File: src/rtl/pwm_pkg.sv
`default_nettype none
// ============================================================================
// Module   : pwm_pkg
// Brief    : Shared types and default widths for the PWM ramp sequencer.
// Revision : 1.0 - initial release
// ============================================================================
package pwm_pkg;

    localparam int PWM_SIZE_DEFAULT = 16;
    localparam int DIV_SIZE_DEFAULT = 8;

    typedef enum logic [1:0] {
        IDLE = 2'd0,
        RAMP = 2'd1,
        HOLD = 2'd2
    } pwm_ramp_state_e;

    typedef struct packed {
        logic [PWM_SIZE_DEFAULT-1:0] period;
        logic [PWM_SIZE_DEFAULT-1:0] duty;
        logic [PWM_SIZE_DEFAULT-1:0] step;
        logic [DIV_SIZE_DEFAULT-1:0] div;
    } pwm_cmd_t;

endpackage
`default_nettype wire

File: src/rtl/pwm_period_timer.sv
`default_nettype none
// ============================================================================
// Module   : pwm_period_timer
// Brief    : Free-running period counter; flags the last cycle of each period
//            and emits a registered pulse on the first cycle of the next one.
// Revision : 1.0 - initial release
// ============================================================================
module pwm_period_timer
    import pwm_pkg::*;
#(
    parameter int PWM_SIZE = PWM_SIZE_DEFAULT
) (
    input  logic                clk,
    input  logic                rst,
    input  logic [PWM_SIZE-1:0] period,
    output logic                boundary,
    output logic                period_start
);

    localparam logic [PWM_SIZE-1:0] c_ONE = {{(PWM_SIZE-1){1'b0}}, 1'b1};

    logic [PWM_SIZE-1:0] r_cnt;
    logic                r_period_start;

    // A zero period degenerates to a boundary on every cycle.
    assign boundary     = (period == '0) || (r_cnt == period - c_ONE);
    assign period_start = r_period_start;

    always_ff @(posedge clk or negedge rst) begin
        if (!rst) begin
            r_cnt          <= '0;
            r_period_start <= 1'b0;
        end else begin
            r_period_start <= boundary;
            if (boundary) begin
                r_cnt <= '0;
            end else begin
                r_cnt <= r_cnt + c_ONE;
            end
        end
    end

endmodule
`default_nettype wire

File: src/rtl/pwm_ramp_ctrl.sv
`default_nettype none
// ============================================================================
// Module   : pwm_ramp_ctrl
// Brief    : Ramps pwm_driver duty toward a commanded target in fixed steps,
//            updating period/duty only at PWM period boundaries.
//            Optional: define PWM_RAMP_IRQ_EN to add the done_irq output.
// Revision : 1.0 - initial release
// ============================================================================
module pwm_ramp_ctrl
    import pwm_pkg::*;
#(
    parameter int PWM_SIZE = PWM_SIZE_DEFAULT,
    parameter int DIV_SIZE = DIV_SIZE_DEFAULT
) (
    input  logic                clk,
    input  logic                rst,
    input  logic                cmd_valid,
    output logic                cmd_ready,
    input  logic [PWM_SIZE-1:0] cmd_period,
    input  logic [PWM_SIZE-1:0] cmd_duty,
    input  logic [PWM_SIZE-1:0] cmd_step,
    input  logic [DIV_SIZE-1:0] cmd_div,
    output logic [PWM_SIZE-1:0] pwm_period,
    output logic [PWM_SIZE-1:0] pwm_duty,
    output logic                period_start,
    output logic                busy
`ifdef PWM_RAMP_IRQ_EN
    ,
    output logic                done_irq
`endif
);

    localparam logic [PWM_SIZE-1:0] c_STEP_MIN = {{(PWM_SIZE-1){1'b0}}, 1'b1};
    localparam logic [DIV_SIZE-1:0] c_DIV_ONE  = {{(DIV_SIZE-1){1'b0}}, 1'b1};

    pwm_ramp_state_e     r_state;
    logic [PWM_SIZE-1:0] r_tgt_period;
    logic [PWM_SIZE-1:0] r_tgt_duty;
    logic [PWM_SIZE-1:0] r_step;
    logic [DIV_SIZE-1:0] r_div;
    logic [DIV_SIZE-1:0] r_div_cnt;
    logic [PWM_SIZE-1:0] r_pwm_period;
    logic [PWM_SIZE-1:0] r_pwm_duty;

    logic                w_boundary;
    logic [PWM_SIZE:0]   w_duty_x;
    logic [PWM_SIZE:0]   w_tgt_x;
    logic [PWM_SIZE:0]   w_step_x;
    logic [PWM_SIZE:0]   w_up;
    logic [PWM_SIZE:0]   w_gap;
    logic [PWM_SIZE-1:0] w_stepped;
    logic [PWM_SIZE-1:0] w_sel;
    logic [PWM_SIZE-1:0] w_next_duty;
    logic                w_done;

    pwm_period_timer #(
        .PWM_SIZE (PWM_SIZE)
    ) u_timer (
        .clk          (clk),
        .rst          (rst),
        .period       (r_pwm_period),
        .boundary     (w_boundary),
        .period_start (period_start)
    );

    assign cmd_ready  = (r_state != RAMP);
    assign busy       = (r_state == RAMP);
    assign pwm_period = r_pwm_period;
    assign pwm_duty   = r_pwm_duty;

    // One extra bit keeps duty+step and duty-target from wrapping.
    assign w_duty_x = {1'b0, r_pwm_duty};
    assign w_tgt_x  = {1'b0, r_tgt_duty};
    assign w_step_x = {1'b0, r_step};
    assign w_up     = w_duty_x + w_step_x;
    assign w_gap    = w_duty_x - w_tgt_x;

    always_comb begin
        w_stepped = r_pwm_duty;
        if (r_pwm_duty < r_tgt_duty) begin
            w_stepped = (w_up >= w_tgt_x) ? r_tgt_duty : w_up[PWM_SIZE-1:0];
        end else if (r_pwm_duty > r_tgt_duty) begin
            w_stepped = (w_gap <= w_step_x) ? r_tgt_duty : (r_pwm_duty - r_step);
        end
    end

    assign w_sel       = (r_div_cnt == '0) ? w_stepped : r_pwm_duty;
    assign w_next_duty = (w_sel > r_tgt_period) ? r_tgt_period : w_sel;
    assign w_done      = (r_state == RAMP) && w_boundary && (w_next_duty == r_tgt_duty);

    always_ff @(posedge clk or negedge rst) begin
        if (!rst) begin
            r_state      <= IDLE;
            r_tgt_period <= '0;
            r_tgt_duty   <= '0;
            r_step       <= '0;
            r_div        <= '0;
            r_div_cnt    <= '0;
            r_pwm_period <= '0;
            r_pwm_duty   <= '0;
        end else begin
            case (r_state)
                IDLE, HOLD: begin
                    if (cmd_valid) begin
                        r_tgt_period <= cmd_period;
                        r_tgt_duty   <= (cmd_duty > cmd_period) ? cmd_period : cmd_duty;
                        r_step       <= (cmd_step == '0) ? c_STEP_MIN : cmd_step;
                        r_div        <= cmd_div;
                        r_div_cnt    <= '0;
                        r_state      <= RAMP;
                    end
                end
                RAMP: begin
                    if (w_boundary) begin
                        r_pwm_period <= r_tgt_period;
                        r_pwm_duty   <= w_next_duty;
                        r_div_cnt    <= (r_div_cnt == '0) ? r_div : (r_div_cnt - c_DIV_ONE);
                        if (w_done) begin
                            r_state <= HOLD;
                        end
                    end
                end
                default: r_state <= IDLE;
            endcase
        end
    end

`ifdef PWM_RAMP_IRQ_EN
    logic r_done_irq;

    assign done_irq = r_done_irq;

    always_ff @(posedge clk or negedge rst) begin
        if (!rst) begin
            r_done_irq <= 1'b0;
        end else begin
            r_done_irq <= w_done;
        end
    end
`endif

endmodule
`default_nettype wire

File: config.mk
export PLATFORM = sky130hd
export DESIGN_NAME = pwm_ramp_ctrl
export DESIGN_NICKNAME = d
export VERILOG_FILES = /design/src/rtl/pwm_pkg.sv /design/src/rtl/pwm_period_timer.sv /design/src/rtl/pwm_ramp_ctrl.sv
export SDC_FILE = /design/constraint.sdc
export NUM_CORES = 1
export LEC_CHECK = 0
export CORE_ASPECT_RATIO = 1.25
export CORE_MARGIN = 1.5
export CORE_UTILIZATION = 31
export CTS_CLUSTER_DIAMETER = 120
export DETAILED_ROUTE_END_ITERATION = 8
export SYNTH_ARGS = -nofsm -noshare
export SYNTH_HDL_FRONTEND = slang
export SYNTH_SLANG_ARGS = --single-unit
export TNS_END_PERCENT = 30
File: constraint.sdc
create_clock -name clk -period 7.33 [get_ports clk]
set_clock_uncertainty 0.1 [all_clocks]
set_input_delay 1.466 -clock clk [delete_from_list [all_inputs] [get_ports clk]]
set_output_delay 1.466 -clock clk [all_outputs]
set_load 0.05 [all_outputs]
# Word level (Yosys, flattened, before mapping)
# Cells that the tools add are included.
[word_totals]
out_inout_bits = 35
mem_bits_rw = 0
elab_cells = 60
inputBits = 59
n_memories = 0
latchBits = 0
mem_bits_ro = 0
regBits = 115
[op_classes]
mux = 17
n_reduce_logical = 13
shift = 0
add_sub_neg = 6
eq_ne = 8
n_lt_le_gt_ge = 6
n_mul = 0
bitwise = 0
n_div = 0
[ops]
columns = ["operator", "n"]
rows = [
  ["2-to-1 mux 16 bit", 9],
  ["greater-than comparator 16 bit", 3],
  ["equality test 16 bit", 2],
  ["logical NOT 16 bit", 2],
  ["2-to-1 mux 8 bit", 3],
  ["adder 16 x 16 -> 17 bit", 1],
  ["greater-or-equal comparator 17 x 16 -> 1 bit", 1],
  ["less-or-equal comparator 17 x 16 -> 1 bit", 1],
  ["subtractor 16 x 16 -> 17 bit", 1],
  ["adder 16 x 1 -> 16 bit, second input constant", 1],
  ["< comparator 16 bit", 1],
  ["one-hot mux 8 bit (2 select lines)", 1],
  ["subtractor 16 x 1 -> 16 bit, second input constant", 1],
  ["subtractor 16 bit", 1],
  ["logical NOT 8 bit", 1],
  ["subtractor 8 x 1 -> 8 bit, second input constant", 1],
  ["2-to-1 mux 2 bit", 3],
  ["inequality test 2 x 1 -> 1 bit, second input constant", 3],
  ["AND reduction 3 bit", 2],
  ["one-hot mux 2 bit (2 select lines)", 1],
  ["AND reduction 2 bit", 2],
  ["equality test 2 x 1 -> 1 bit, second input constant", 1],
  ["equality test 2 bit, second input constant", 1],
  ["logical AND 1 bit", 2],
  ["5 further kinds", 5],
]

# Longest topological paths before layout
# Gate-level depths: netlist (run 1).
[logic_depth]
ltp_word = 13
depth_mapped = 35

# Modules after synthesis
# Synthesis (run 1) repeated with hierarchy kept, for this count alone.
[hier_totals]
cells_unflattened = 1353
area_unflattened_um2 = 11018.1
[modules_own_cells]
columns = ["mod", "instances", "seq_area_each_um2", "cells_each", "area_each_um2"]
rows = [
  ["pwm_ramp_ctrl", 1, 2452.4, 1193, 9581.7],
  ["pwm_period_timer", 1, 425.4, 160, 1436.4],
]

# Worst setup path before layout (run 1)
# Ideal clock, no wire load.
[synth_timing]
path_type = "register to register"
start = "register r_pwm_duty[4], in the netlist pwm_duty[4]"
end = "register r_state[0]"
required_ns = 7.104
path_buffers = 3
synth_period_minus_slack_ns = 7.875
stages_incl_launch_ff = 31
arrival_ns = 7.649
slack_ns = -0.545
cell_sequence = "dfrtp_1 ha_1 and2_1 a221o_1 or2_2 a21oi_1 o21ai_0 a21o_1 a21o_1 a21oi_1 xnor2_1 ha_1 or2_2 a221o_1 o21ai_1 nand2_1 clkbuf_1 o21ai_0 a21oi_1 o31ai_1 ha_1 and3_1 a221o_1 a22oi_1 a21o_1 clkbuf_1 clkbuf_1 a41oi_1 a221o_1 or2_2 o32a_1"
[synth_between]
elab_chain_len = 12
word_cells_on_any_way = 18
[synth_lines]
columns = ["element", "line", "source"]
rows = [
  ["start: declaration", "pwm_ramp_ctrl.sv:43", "logic [PWM_SIZE-1:0] r_pwm_duty;"],
  ["start signal: assignment", "pwm_ramp_ctrl.sv:116", "r_pwm_duty <= w_next_duty;"],
  ["subtractor 16 x 16 -> 17 bit", "pwm_ramp_ctrl.sv:76", "assign w_gap = w_duty_x - w_tgt_x;"],
  ["less-or-equal comparator 17 x 16 -> 1 bit", "pwm_ramp_ctrl.sv:83", "w_stepped = (w_gap <= w_step_x) ? r_tgt_duty : (r_pwm_duty - r_step);"],
  ["2-to-1 mux 16 bit", "pwm_ramp_ctrl.sv:83", ""],
  ["2-to-1 mux 16 bit", "pwm_ramp_ctrl.sv:82", "end else if (r_pwm_duty > r_tgt_duty) begin"],
  ["2-to-1 mux 16 bit", "pwm_ramp_ctrl.sv:80", "if (r_pwm_duty < r_tgt_duty) begin"],
  ["2-to-1 mux 16 bit (*)", "pwm_ramp_ctrl.sv:87", "assign w_sel = (r_div_cnt == '0) ? w_stepped : r_pwm_duty;"],
  ["greater-than comparator 16 bit", "pwm_ramp_ctrl.sv:88", "assign w_next_duty = (w_sel > r_tgt_period) ? r_tgt_period : w_sel;"],
  ["2-to-1 mux 16 bit (*)", "pwm_ramp_ctrl.sv:88", ""],
  ["equality test 16 bit (*)", "pwm_ramp_ctrl.sv:89", "assign w_done = (r_state == RAMP) && w_boundary && (w_next_duty == r_tgt_duty);"],
  ["logical AND 1 bit (*)", "pwm_ramp_ctrl.sv:89", ""],
  ["inequality test 2 x 1 -> 1 bit (no line) (*)", "--", ""],
  ["AND reduction 3 bit (no line) (*)", "--", ""],
  ["end signal: assignment", "pwm_ramp_ctrl.sv:93", "r_state <= IDLE;"],
  ["end signal: assignment", "pwm_ramp_ctrl.sv:110", "r_state <= RAMP;"],
  ["end signal: assignment", "pwm_ramp_ctrl.sv:119", "r_state <= HOLD;"],
  ["end: declaration", "pwm_ramp_ctrl.sv:36", "pwm_ramp_state_e r_state;"],
]
# Mark *: on every way between the ends. The rest lies on a longest branch, timed or not.
# A chain may end at the register's enable or synchronous reset.

# Final worst setup path (run 1)
[layout_timing]
start = "register r_tgt_duty[0]"
end = "register r_state[0]"
[layout_between]
elab_chain_len = 12
word_cells_on_any_way = 16
[layout_lines]
columns = ["element", "line", "source"]
rows = [
  ["start: declaration", "pwm_ramp_ctrl.sv:38", "logic [PWM_SIZE-1:0] r_tgt_duty;"],
  ["start signal: assignment", "pwm_ramp_ctrl.sv:106", "r_tgt_duty <= (cmd_duty > cmd_period) ? cmd_period : cmd_duty;"],
  ["subtractor 16 x 16 -> 17 bit", "pwm_ramp_ctrl.sv:76", ""],
  ["less-or-equal comparator 17 x 16 -> 1 bit", "pwm_ramp_ctrl.sv:83", ""],
  ["2-to-1 mux 16 bit", "pwm_ramp_ctrl.sv:83", ""],
  ["2-to-1 mux 16 bit", "pwm_ramp_ctrl.sv:82", ""],
  ["2-to-1 mux 16 bit", "pwm_ramp_ctrl.sv:80", ""],
  ["2-to-1 mux 16 bit", "pwm_ramp_ctrl.sv:87", ""],
  ["greater-than comparator 16 bit", "pwm_ramp_ctrl.sv:88", ""],
  ["2-to-1 mux 16 bit", "pwm_ramp_ctrl.sv:88", ""],
  ["equality test 16 bit (*)", "pwm_ramp_ctrl.sv:89", ""],
  ["logical AND 1 bit (*)", "pwm_ramp_ctrl.sv:89", ""],
  ["inequality test 2 x 1 -> 1 bit (no line) (*)", "--", ""],
  ["AND reduction 3 bit (no line) (*)", "--", ""],
]
# Marked as above.

==> flow_metrics.tcl, run 1 <==
set metrics [dict create \
    relSlewSlack_pct 17.1 \
    wirelength_um 53500 \
    hold_viol_final 0 \
    numPortBuffers 93 \
    critPathMaxStageDelay_ns 0.41 \
    critPathKind "reg -> reg" \
    clk_pin_slew_worst_paths_ns 0.07 \
    cts_htree_levels 4 \
    yosys-top-cells-count "163 x nand2_1, 115 x dfrtp_1, 114 x ha_1, 106 x nor2_1, 98 x o21ai_0" \
    cts.sinks 115 \
    wl_per_cell_um 23.7 \
    ir_drop_mv 0.293 \
    leakage_nw 7.11 \
    fillers 3637 \
    cts-root-buf "clkbuf_16" \
    cp_max_fo 6 \
    ys.flop_type "dfrtp_1" \
    finalCritPeriodShare_pct 101 \
    tightestPinTransition_ns 1.23 \
    placed_cells 2204 \
    finalSetupViolCount 1 \
    drc 0 \
    setup_slack_ns -0.107 \
    yosys-top-cells-area "dfrtp_1 25%, ha_1 13%, nand2_1 5.4%" \
    antenna_found_initial 1 \
    dieWidth_um 174 \
    yosysMostFrequentCell "nand2_1" \
    via_count 12900 \
    antenna_cells 0 \
    globalplace.congestion 1.04 \
    grt_pass1_wl_um 79300 \
    synth_cell_types 81 \
    initial_core_util_pct 31.3 \
    worst_hold_path_type "reg -> reg" \
    synthCells 1443 \
    cap_violations 0 \
    rows 78 \
    worst_path_max_delay_cell "dfrtp_1" \
    ys_seq_elements 115 \
    rsz0062_at_grt "yes" \
    crit_required_ns 7.58 \
    die_y_um 216 \
    cts_tree "yes" \
    finalCriticalPeriod_ns 7.44 \
    core_area_um2 36100 \
    synth.net_count 1619 \
    finalPower_w 0.00954 \
    ant_nets 0 \
    syn_to_final_growth_pct 41.6 \
    drive_above_1_share_pct 24.0 \
    syn_avg_cell_area_um2 7.83 \
    drtPass1Iterations 6 \
    synth_top_area_cell "dfrtp_1" \
    dp_hpwl_um 43000 \
    grt_use_total_pct 28.5 \
    dieArea_um2 37600 \
    viasPerCell 5.70 \
    drt_iter0_markers 1127 \
    nNetsFinal 1943 \
    grt_pass1_vias 12700 \
    grt-ovfl-total 0 \
    clk-insertion-delay-late_ns 0.47 \
    synth_top_area_share_pct 25.5 \
    grt_start_max_net_pins 95 \
    arrival_ns 7.69 \
    pin_count 94 \
    p_per_area_nw_per_um2 596 \
    maxSlewViolCount 0 \
    status "complete, but fails checks" \
    fin_hold_ws_ns 0.380 \
    end_kind "flop" \
    crit_path_frequent_cell "buf_6" \
    ys_warn_count 0 \
    max_freq_mhz 134 \
    synthArstFlopShare_pct 100 \
    rrSetupSlack_ns -0.11 \
    final_cells 2260 \
    cts_made_buffers 17 \
    syn_area_um2 11300 \
    synth-seq-area-share_pct 25.5 \
    startpoint_type "flop" \
    cts_buffer_depth 2 \
    violations "negative setup slack" \
    synth_edf_count 0 \
]
==> cell families (layout without fill, tap and decap cells) <==
group           after synthesis  in the layout  share of synthesized area [%]
mux                          18             18                           1.64
buf+inv                     168            505                           5.63
simple gates                508            508                           21.9
fa+ha+maj                   117            117                           13.2
flops                       115            115                           25.5
xor+xnor                     72             72                           5.58
compound gates              445            445                           26.6
==> worst paths after layout <==
check | startpoint | endpoint | cells past startpoint
min in group asynchronous | rst | pwm_period[8]$_DFFE_PN0P_ | 1
worst max-delay path | r_tgt_duty[0]$_DFFE_PN0P_ | r_state[0]$_DFFE_PN0P_ | 37
worst min-delay path | r_div[2]$_DFFE_PN0P_ | r_div[2]$_DFFE_PN0P_ | 2
max in group asynchronous | rst | pwm_duty[3]$_DFFE_PN0P_ | 2
worst max register to register | r_tgt_duty[0]$_DFFE_PN0P_ | r_state[0]$_DFFE_PN0P_ | 37
worst min register to register | r_div[2]$_DFFE_PN0P_ | r_div[2]$_DFFE_PN0P_ | 2
==> routing by layer <==
metal	routed length [um]	part of all wire (%)	track usage, %	up-vias
met2	25800	48	49.1	482
li1	-	-	-	6005
met1	21000	39	32.7	6250
met5	0	0	0	-
met4	4030	7.5	19.2	0
met3	2630	4.9	4.09	155
==> placed cells by master, fill, tap and decap left out, types with 8 or more instances in the layout <==
cell,n
a211oi_1,12
a21o_1,23
a21oi_1,76
a21oi_2,8
a221oi_1,8
a31oi_1,12
and3_1,10
buf_4,267
buf_6,11
clkbuf_16,17
clkdlybuf4s50_1,92
dfrtp_1,109
ha_1,103
ha_4,9
inv_1,94
mux2i_1,14
nand2_1,162
nand2b_1,13
nand3_1,61
nand4_1,21
nor2_1,100
nor2b_1,8
nor3_1,31
nor4_1,18
o2111ai_1,8
o211ai_1,16
o21a_1,14
o21ai_0,92
o21ai_1,25
o221ai_1,21
or3_1,8
xnor2_1,53
xor2_1,17
==> timing repair <==
action	4_1_cts	5_1_grt
gates resized for setup	61	59
setup endpoints to repair	2	2
hold buffers	0	0
cloned	0	0
pin swaps	40	56
hold endpoints to repair	0	0
buffers inserted	13	11
==> layout make-up <==
cell class              instances  area, um2  share of cell area, %
repair buffers                374       3130                   19.6
clock inverters                15        206                   1.29
clock buffers                  17        425                   2.66
inverters                      99        372                   2.32
flip-flops and latches        115       2890                   18.0
multi-input cells            1160       8380                   52.4
well taps                     480        601                   3.75
==> stage by stage <==
| step | setup WS [ns] | area (um2) | utilization (%) | setup TNS [ns] |
|---|---|---|---|---|
| finish | -0.107 | 16000 | 44.3 | -0.107 |
| global route | -0.395 | 16000 | 44.3 | -0.759 |
| CTS | 0.00601 | 15600 | 43.2 | 0 |
| detailed placement | -0.418 | 14600 | 40.4 | -0.579 |
| global placement | -0.246 | 14600 | 40.4 | -0.341 |
| floorplan | 0.0269 | 11300 | - | 0 |
==> power breakdown <==
part / leakage (nW) / internal (W) / total (W) / switching [W]
clock network: 0.309 / 0.000551 / 0.000931 / 0.000381
registers: 1.43 / 0.000884 / 0.00121 / 0.000328
logic: 5.37 / 0.00322 / 0.00739 / 0.00418
==> critical path, delay by kind of cell (launching register included) <==
family	cells	cell delay, ns
and+or+nand+nor	9	1.23
adders and majority gates	4	1.10
DFF	1	0.41
buffers and inverters	10	1.44
xor gates and xnor gates	1	0.17
AOI/OAI and AO/OA	13	2.85
==> flip-flops by register name, indices dropped and copies added, names as in the netlist <==
signal,count
r_state,2
pwm_period,16
r_tgt_period,16
r_tgt_duty,16
r_div_cnt,8
u_timer.period_start,1
pwm_duty,16
r_div,8
r_step,16
u_timer.r_cnt,16
Power figures use the tool's default switching activity.
==> inputs of run 2 (changes only) <==
SLEW_MARGIN = 5   (was default)
==> results of run 2 <==
The final DEF is identical to that of run 1; final timing and power are the same.
